$ cat src/rtl/apb_completer_pkg.sv
// Shared types and helpers for APB completers.
// State encoding, wait-counter width and byte-strobe mask.
package apb_completer_pkg;

  typedef enum logic {
    IDLE,
    ACCESS
  } state_e;

  localparam int MAX_WAIT = 15;
  localparam int CNT_W    = $clog2(MAX_WAIT + 1);
  localparam int MAX_STRB = 16;
  localparam int MAX_DW   = MAX_STRB * 8;

  // Expand byte strobes to a bit mask; callers
  // zero-extend strb and truncate the result.
  function automatic logic [MAX_DW-1:0] byte_mask(
    input logic [MAX_STRB-1:0] strb
  );
    logic [MAX_DW-1:0] m;
    m = '0;
    for (int i = 0; i < MAX_STRB; i++)
      m[i*8 +: 8] = {8{strb[i]}};
    return m;
  endfunction

endpackage

$ cat src/rtl/apb_wait_cnt.sv
// Loadable down-counter with zero flag for completer wait states.
// Ports: clk, rst_n, load, load_val, dec in; cnt, zero out.
module apb_wait_cnt #(
  parameter int W = 1
) (
  input  logic         clk,
  input  logic         rst_n,
  input  logic         load,
  input  logic [W-1:0] load_val,
  input  logic         dec,
  output logic [W-1:0] cnt,
  output logic         zero
);

  assign zero = (cnt == '0);

  always_ff @(posedge clk or negedge rst_n) begin
    if (!rst_n)
      cnt <= '0;
    else if (load)
      cnt <= load_val;
    else if (dec && !zero)
      cnt <= cnt - W'(1);
  end

endmodule

$ cat src/rtl/apb_mem_completer.sv
// APB4 completer driving a single-port synchronous word memory.
// Ports: APB psel/penable/pwrite/paddr/pwdata/pstrb -> pready/prdata/
// pslverr; memory mem_wr/mem_rd/mem_be/mem_address/mem_data_in,
// mem_data_out (1-cycle read latency).
module apb_mem_completer
  import apb_completer_pkg::*;
#(
  parameter int ADDR_WIDTH     = 32,
  parameter int DATA_WIDTH     = 32,
  parameter int STRB_SIZE      = DATA_WIDTH / 8,
  parameter int MEM_DEPTH      = 256,
  parameter int WAIT_STATES    = 0,
  parameter int READ_STRB_MASK = 1
) (
  input  logic                  clk,
  input  logic                  rst_n,
  input  logic                  psel,
  input  logic                  penable,
  input  logic                  pwrite,
  input  logic [ADDR_WIDTH-1:0] paddr,
  input  logic [DATA_WIDTH-1:0] pwdata,
  input  logic [STRB_SIZE-1:0]  pstrb,
  output logic                  pready,
  output logic [DATA_WIDTH-1:0] prdata,
  output logic                  pslverr,
  output logic                  mem_wr,
  output logic                  mem_rd,
  output logic [STRB_SIZE-1:0]  mem_be,
  output logic [ADDR_WIDTH-1:0] mem_address,
  output logic [DATA_WIDTH-1:0] mem_data_in,
  input  logic [DATA_WIDTH-1:0] mem_data_out
);

  localparam int CW =
    (WAIT_STATES < 1) ? 1 : $clog2(WAIT_STATES + 1);
  localparam logic [ADDR_WIDTH:0] DEPTH =
    (ADDR_WIDTH + 1)'(MEM_DEPTH);
  localparam logic [STRB_SIZE-1:0] ALL_BE = '1;

  state_e                state;
  state_e                state_nxt;
  logic [ADDR_WIDTH-1:0] addr_q;
  logic [DATA_WIDTH-1:0] wdata_q;
  logic [STRB_SIZE-1:0]  strb_q;
  logic                  write_q;
  logic                  err_q;
  logic [CW-1:0]         cnt;
  logic                  cnt_zero;

  logic                  setup;
  logic                  in_range;
  logic                  access;
  logic                  done;
  logic                  rd_setup;
  logic                  rd_wait;
  logic                  wr_go;
  logic                  rd_ok;
  logic [DATA_WIDTH-1:0] rd_mask;

  // rst_n gates the live-input path so outputs
  // clear asynchronously with the registers.
  assign setup    = rst_n && (state == IDLE)
                    && psel && !penable;
  assign in_range = {1'b0, paddr} < DEPTH;
  assign access   = (state == ACCESS) && psel && penable;
  assign done     = access && cnt_zero;

  // Zero wait states: read in setup with the live address
  // so data is back for the single access cycle.
  assign rd_setup = setup && !pwrite && in_range
                    && (WAIT_STATES == 0);
  assign rd_wait  = access && !write_q && !err_q
                    && (WAIT_STATES > 0) && (cnt == CW'(1));
  assign wr_go    = done && write_q && !err_q
                    && (|strb_q);
  assign rd_ok    = done && !write_q && !err_q;
  assign rd_mask  =
    DATA_WIDTH'(byte_mask(MAX_STRB'(strb_q)));

  apb_wait_cnt #(
    .W (CW)
  ) u_wait_cnt (
    .clk      (clk),
    .rst_n    (rst_n),
    .load     (setup),
    .load_val (CW'(WAIT_STATES)),
    .dec      (access),
    .cnt      (cnt),
    .zero     (cnt_zero)
  );

  always_ff @(posedge clk or negedge rst_n) begin
    if (!rst_n) begin
      state   <= IDLE;
      addr_q  <= '0;
      wdata_q <= '0;
      strb_q  <= '0;
      write_q <= 1'b0;
      err_q   <= 1'b0;
    end else begin
      state <= state_nxt;
      if (setup) begin
        addr_q  <= paddr;
        wdata_q <= pwdata;
        strb_q  <= pstrb;
        write_q <= pwrite;
        err_q   <= !in_range;
      end
    end
  end

  always_comb begin
    state_nxt = state;
    unique case (state)
      IDLE:   if (setup) state_nxt = ACCESS;
      ACCESS: if (!psel || done) state_nxt = IDLE;
      default: state_nxt = IDLE;
    endcase
  end

  always_comb begin
    pready      = done;
    pslverr     = done && err_q;
    mem_wr      = wr_go;
    mem_rd      = rd_setup || rd_wait;
    mem_address = '0;
    mem_be      = '0;
    mem_data_in = '0;
    prdata      = '0;
    unique case (1'b1)
      rd_setup: begin
        mem_address = paddr;
        mem_be      = ALL_BE;
      end
      rd_wait: begin
        mem_address = addr_q;
        mem_be      = ALL_BE;
      end
      wr_go: begin
        mem_address = addr_q;
        mem_be      = strb_q;
        mem_data_in = wdata_q;
      end
      default: ;
    endcase
    if (rd_ok) begin
      if ((READ_STRB_MASK != 0) && (|strb_q))
        prdata = mem_data_out & rd_mask;
      else
        prdata = mem_data_out;
    end
  end

endmodule
$ cat config.mk
export PLATFORM = sky130hd
export DESIGN_NAME = apb_mem_completer
export DESIGN_NICKNAME = d
export VERILOG_FILES = /design/src/rtl/apb_completer_pkg.sv /design/src/rtl/apb_wait_cnt.sv /design/src/rtl/apb_mem_completer.sv
export SDC_FILE = /design/constraint.sdc
export NUM_CORES = 1
export LEC_CHECK = 0
export BUFFER_PORTS_ARGS = -buffer_cell sky130_fd_sc_hd__buf_2
export CAP_MARGIN = 10
export CORE_MARGIN = 8
export CORE_UTILIZATION = 30
export CTS_BUF_LIST = sky130_fd_sc_hd__clkbuf_4 sky130_fd_sc_hd__clkbuf_8
export CTS_CLUSTER_DIAMETER = 100
export DETAILED_ROUTE_END_ITERATION = 8
export GPL_ROUTABILITY_DRIVEN = 1
export PLACE_DENSITY = 0.65
export SLEW_MARGIN = 20
export SYNTH_ARGS = -nofsm -noshare
export SYNTH_HDL_FRONTEND = slang
export SYNTH_SLANG_ARGS = --single-unit
export TNS_END_PERCENT = 100
$ cat constraint.sdc
create_clock -name clk -period 1.8 [get_ports clk]
set_input_delay 0.18 -clock clk [delete_from_list [all_inputs] [get_ports clk]]
set_output_delay 0.18 -clock clk [all_outputs]
set_load 0.1 [all_outputs]
# After elaboration in Yosys (flattened, before gate mapping)
# Index checks and enable logic that the tools add are counted.
dict set report totals {
  reg_bits 72
  in_bits 105
  output_inout_bits 104
  word_cells 46
}
dict set report op_classes {
  add_sub_neg 1
  order_cmp 1
  mux 10
  bitwise_logic 3
  n_reduce_logical 24
}
# op count
set op_table {}
lappend op_table {{32-bit two-way mux} 3}
lappend op_table {{32-bit one-hot mux with 2 select lines} 1}
lappend op_table {{32-bit bitwise AND} 1}
lappend op_table {{32-bit by 9-bit less-than comparator with 1-bit output, second input constant} 1}
lappend op_table {{1-bit logical AND} 15}
lappend op_table {{4-bit one-hot mux with 2 select lines} 1}
lappend op_table {{1-bit logical NOT} 6}
lappend op_table {{1-bit two-way mux} 4}
lappend op_table {{4-bit OR reduction} 1}
lappend op_table {{1-bit NOT} 2}
lappend op_table {{1-bit one-hot mux with 2 select lines} 1}
lappend op_table {{2-bit nonzero test} 1}
lappend op_table {{1-bit logical OR} 1}
lappend op_table {{1-bit subtractor, second input constant} 1}

# Longest topological paths before layout
dict set report logic_depth {
  depth_word 7
  ltp_mapped 6
  depth_no_buf 4
}

# Hierarchy
# From an unflattened synthesis, not the netlist that was laid out.
dict set report hier_totals {
  cells_unflattened 317
  area_unflattened_um2 3781.1
}
# mod instances cells_each area_per_inst_um2 seq_area_each_um2
set by_module_without_submodules {}
lappend by_module_without_submodules {apb_mem_completer 1 313 3736.1 1776.7}
lappend by_module_without_submodules {apb_wait_cnt 1 4 45.0 25.0}

# Least setup slack after synthesis
# OpenSTA, ideal clock, no wires.
dict set report synth_timing {
  path_type {reg-to-output}
  startpoint {register state}
  endpoint {output mem_be[0]}
  arrival_time_ns 3.278
  required_time_ns 1.620
  setup_slack_ns -1.658
  path_stages_with_launch 5
  n_path_buf 1
  path_cell_list {dfrtp_1 > and4bb_2 > buf_2 > nand4_1 > o21ai_0}
}
dict set report synth_between {
  elab_chain_len 7
  elab_cells_between_ends 13
  cone_classes {mux (1); bitwise (1); reduce/logical (11)}
}
# element line
set synth_lines {}
lappend synth_lines {{start: declaration} apb_mem_completer.sv:40} ;# state_e state;
lappend synth_lines {{start signal: assignment} apb_mem_completer.sv:101} ;# state <= state_nxt;
lappend synth_lines {{1-bit logical AND / 1-bit NOT (equally long branches)} n/a}
lappend synth_lines {{1-bit logical AND (on tied branches)} {apb_mem_completer.sv:65, apb_mem_completer.sv:62}}
lappend synth_lines {{1-bit logical AND (on tied branches)} {apb_mem_completer.sv:66, apb_mem_completer.sv:63}}
lappend synth_lines {{1-bit logical AND (on tied branches)} {apb_mem_completer.sv:74, apb_mem_completer.sv:63}}
lappend synth_lines {{1-bit logical AND (on tied branches)} {apb_mem_completer.sv:74, apb_mem_completer.sv:70}}
lappend synth_lines {{1-bit logical AND (on tied branches)} {apb_mem_completer.sv:75, apb_mem_completer.sv:70}}
lappend synth_lines {{4-bit one-hot mux with 2 select lines *} apb_mem_completer.sv:130} ;# unique case (1'b1)
lappend synth_lines {{end: declaration} apb_mem_completer.sv:28} ;# output logic [STRB_SIZE-1:0] mem_be,
# Mark *: on every way between the ends. The rest lies on a longest branch, timed or not.

# Worst setup path in the final report
dict set report layout_timing {
  startpoint {register strb_q[3]}
  endpoint {output prdata[13]}
}
dict set report layout_between {
  elab_chain_len 3
}
# element line
set layout_lines {}
lappend layout_lines {{start: declaration} apb_mem_completer.sv:44} ;# logic [STRB_SIZE-1:0] strb_q;
lappend layout_lines {{start signal: assignment} apb_mem_completer.sv:105} ;# strb_q <= pstrb;
lappend layout_lines {{4-bit OR reduction} apb_mem_completer.sv:147} ;# if ((READ_STRB_MASK != 0) && (|strb_q))
lappend layout_lines {{32-bit two-way mux} apb_mem_completer.sv:147}
lappend layout_lines {{32-bit two-way mux} apb_mem_completer.sv:146} ;# if (rd_ok) begin
lappend layout_lines {{end: declaration} apb_mem_completer.sv:24} ;# output logic [DATA_WIDTH-1:0] prdata,
# No other way between the ends.

==> flow_summary.yaml <==
cts:
  cts_tree: "built"
  numCtsBuffers: 9
  cts-root-to-sink-buffers: 2
  tritoncts_num_sinks: 72
  cts.clk_slew.worst_paths_ps: 70
  cts_max_level: 3
  clk_latency_ps: 340
  clock-root-buffer: "sky130_fd_sc_hd__clkbuf_8"
grt:
  gr-usage-all-layers: 0.151
  grt_pass1_vias: 3665
  pin_count_of_the_biggest_net_entering_global_routing: 73
  gr-total-overflow: 0
  antenna_found_initial: 0
  wire_length_of_the_first_global_routing_pass_um: 19600
worst_setup_path:
  worst_setup_path_end_kind: "output pin"
  critical_path.startpoint_type: "flip-flop"
  critical_path.max_fanout: 8
  timing.critical_path.required_ps: 1620
  timing.critical_path.arrival_ps: 2230
  kind_of_critical_path: "reg2out"
finish:
  finalInstanceArea_um2: 7360
  synthToLayoutAreaGrowth_pct: 97.1
  fillCellCount: 946
  layout-drive-gt1-share: 0.792
  num_antenna_cells: 0
  final_nets: 649
  seq_area_um2: 1800
  combined_area_of_the_multi_input_logic_cells_um2: 2150
  postLayoutCoreUtil: 0.610
sta:
  rsz0062_at_grt: "yes"
  fin_ws_ps: -613
  timing.final.max_slew_violations: 0
  timing_hold_violations_final: 0
  skew_ps: 6.20
  min_period_ps: 2410
  fin_worst_hold_slack_ps: 43.4
  period_share: 1.34
  fmax_mhz: 414
  measured_slew_at_the_worst_slew_check_pin_ps: 926
  rel_slew_slack: 0.383
  setup-violations-final: 102
  finalSetupTns_ps: -54260
die:
  coreArea_um2: 12100
  design.die.area_um2: 16300
  placement_rows: 40
  floorplan.initialDensity: 0.310
  die_height_um: 128
  top_ports: 209
  floorplan.die.width_um: 128
power:
  p_leak_nw: 3.23
  cellPowerDensity_nw_per_um2: 579
  vdd.ir_drop.worst_v: 0.000439
route:
  drcViolationCount: 0
  wire_per_inst_um: 17.3
  dr.pass1.iters: 4
  postRouteAntennaNets: 0
  detail_route.wirelength_um: 12400
  vias_per_std_cell: 4.52
  initialDrtViolationCount: 75
  dr_total_vias: 3232
status:
  status: "complete, but fails checks"
  violations: "negative setup slack"
flow_run:
  drv_cap: 0
logic_synthesis:
  syn_area_per_cell_um2: 12.0
  synth_seq_area_share: 0.483
  postSynthCellCount: 310
  ys_warn_count: 0
  synth_nets: 415
  mapped_cell_area_um2: 3730
  synthDistinctLibCells: 26
  postSynthRegisterBits: 72
placement:
  place.detailed.hpwl_um: 10300
  buffer_ports.inserted: 208
  gp_congestion: 0.765
  place_area_um2: 7130
min_path:
  hp_class: "in2reg"
-- layout by cell type (no fill, tap or decap), types with 3 or more instances in the layout --
master / instances
sky130_fd_sc_hd__a2111oi_4: 4
sky130_fd_sc_hd__a32o_2: 4
sky130_fd_sc_hd__and2_4: 88
sky130_fd_sc_hd__and3_1: 6
sky130_fd_sc_hd__buf_12: 112
sky130_fd_sc_hd__buf_2: 103
sky130_fd_sc_hd__buf_4: 24
sky130_fd_sc_hd__clkbuf_8: 9
sky130_fd_sc_hd__clkinvlp_4: 3
sky130_fd_sc_hd__dfrtp_1: 71
sky130_fd_sc_hd__inv_1: 5
sky130_fd_sc_hd__mux2_2: 65
sky130_fd_sc_hd__nand2_1: 5
sky130_fd_sc_hd__nand4_1: 4
sky130_fd_sc_hd__nor2b_1: 3
sky130_fd_sc_hd__nor4_1: 6
sky130_fd_sc_hd__o21ai_0: 5
sky130_fd_sc_hd__o2bb2ai_4: 4
-- kinds of logic after synthesis --
logic type      after synthesis  synth area share
compound gates               24            0.0704
mux                          65             0.196
simple gates                125             0.212
buf+inv                      24            0.0385
flops                        72             0.483
-- Yosys cell counts --
cell type | n | share of area
sky130_fd_sc_hd__nor2_1 | 2 | 0.0020
sky130_fd_sc_hd__buf_6 | 6 | 0.018
sky130_fd_sc_hd__nand2b_1 | 1 | 0.0017
sky130_fd_sc_hd__dfrtp_1 | 72 | 0.48
sky130_fd_sc_hd__nor2b_1 | 3 | 0.0050
sky130_fd_sc_hd__a21boi_0 | 1 | 0.0020
sky130_fd_sc_hd__inv_1 | 6 | 0.0060
sky130_fd_sc_hd__a2111oi_4 | 4 | 0.029
sky130_fd_sc_hd__a31oi_1 | 1 | 0.0017
sky130_fd_sc_hd__a31o_2 | 1 | 0.0023
sky130_fd_sc_hd__and4_1 | 1 | 0.0023
sky130_fd_sc_hd__a32o_1 | 6 | 0.016
sky130_fd_sc_hd__buf_2 | 7 | 0.0094
sky130_fd_sc_hd__nand4b_4 | 1 | 0.0064
sky130_fd_sc_hd__nand2_1 | 5 | 0.0050
sky130_fd_sc_hd__mux2_2 | 65 | 0.20
sky130_fd_sc_hd__and4bb_2 | 1 | 0.0034
sky130_fd_sc_hd__o21ai_0 | 7 | 0.0094
sky130_fd_sc_hd__nand3_1 | 2 | 0.0027
sky130_fd_sc_hd__and3_1 | 7 | 0.012
sky130_fd_sc_hd__nor4_1 | 6 | 0.010
sky130_fd_sc_hd__or4_4 | 1 | 0.0030
sky130_fd_sc_hd__o2bb2ai_1 | 4 | 0.0094
sky130_fd_sc_hd__and2_1 | 91 | 0.15
sky130_fd_sc_hd__clkbuf_1 | 5 | 0.0050
sky130_fd_sc_hd__nand4_1 | 4 | 0.0067
-- area by class of cell --
cell class / instances / share of cell area
timing repair buffer: 241 / 0.402
multi-input combinational: 214 / 0.292
sequential: 72 / 0.245
tap: 168 / 0.0286
clock buffer: 9 / 0.0168
clock inverter: 5 / 0.0114
inverter: 6 / 0.00357
-- report_power, final --
part | internal [mW] | switching [mW]
combinational | 0.426 | 0.294
clock | 0.767 | 0.594
sequential | 1.98 | 0.202
-- timing repair --
action,4_1_cts,5_1_grt
setup endpoints to repair,102,102
gates resized for setup,3,0
gates cloned,0,0
endpoints found under the hold margin,0,0
pin swaps,29,4
hold buffers,0,0
setup buffers,1,1
-- per-layer routing --
| metal | vias to the layer above | track usage | share of wire |
|---|---|---|---|
| met3 | 9 | 0.0720 | 0.093 |
| met4 | 0 | 0.0343 | 0.011 |
| met2 | 108 | 0.276 | 0.54 |
| met1 | 1573 | 0.153 | 0.36 |
| li1 | 1542 | - | - |
| met5 | - | 0 | 0 |
-- registers in the layout (all words and copies together) (netlist names) --
| signal | flops |
|---|---|
| err_q | 1 |
| write_q | 1 |
| addr_q | 32 |
| state | 1 |
| strb_q | 4 |
| u_wait_cnt.cnt | 1 |
| wdata_q | 32 |
-- critical path, cell delays in order (launching register included) --
cell                        delay [ps]
sky130_fd_sc_hd__dfrtp_1           400
sky130_fd_sc_hd__or4_4             630
sky130_fd_sc_hd__a2111oi_4         320
sky130_fd_sc_hd__buf_4             200
sky130_fd_sc_hd__and2_4            160
sky130_fd_sc_hd__buf_12            170
-- final timing paths --
| check | start | end | slack, ps | cells past startpoint |
|---|---|---|---|---|
| min in group asynchronous | rst_n | addr_q[12]$_DFFE_PN0P_ | 110 | 2 |
| worst min-delay path | pstrb[0] | strb_q[0]$_DFFE_PN0P_ | 40 | 3 |
| worst min register to register | addr_q[29]$_DFFE_PN0P_ | addr_q[29]$_DFFE_PN0P_ | 510 | 1 |
| max in group asynchronous | rst_n | state$_DFF_PN0_ | 1060 | 2 |
| worst max-delay path | strb_q[3]$_DFFE_PN0P_ | prdata[13] | -610 | 5 |
| worst max register to register | state$_DFF_PN0_ | addr_q[18]$_DFFE_PN0P_ | 80 | 4 |
-- per-stage QoR --
step           power (mW)  cells  setup slack (ps)
3_5_place_dp         2.95    699              -255
3_3_place_gp         2.87    699              -210
2_1_floorplan        2.59    310              -415
4_1_cts              4.35    714              -650
6_report             4.26    715              -613
5_1_grt              4.49    715              -694
(Power assumes the default switching activity.)
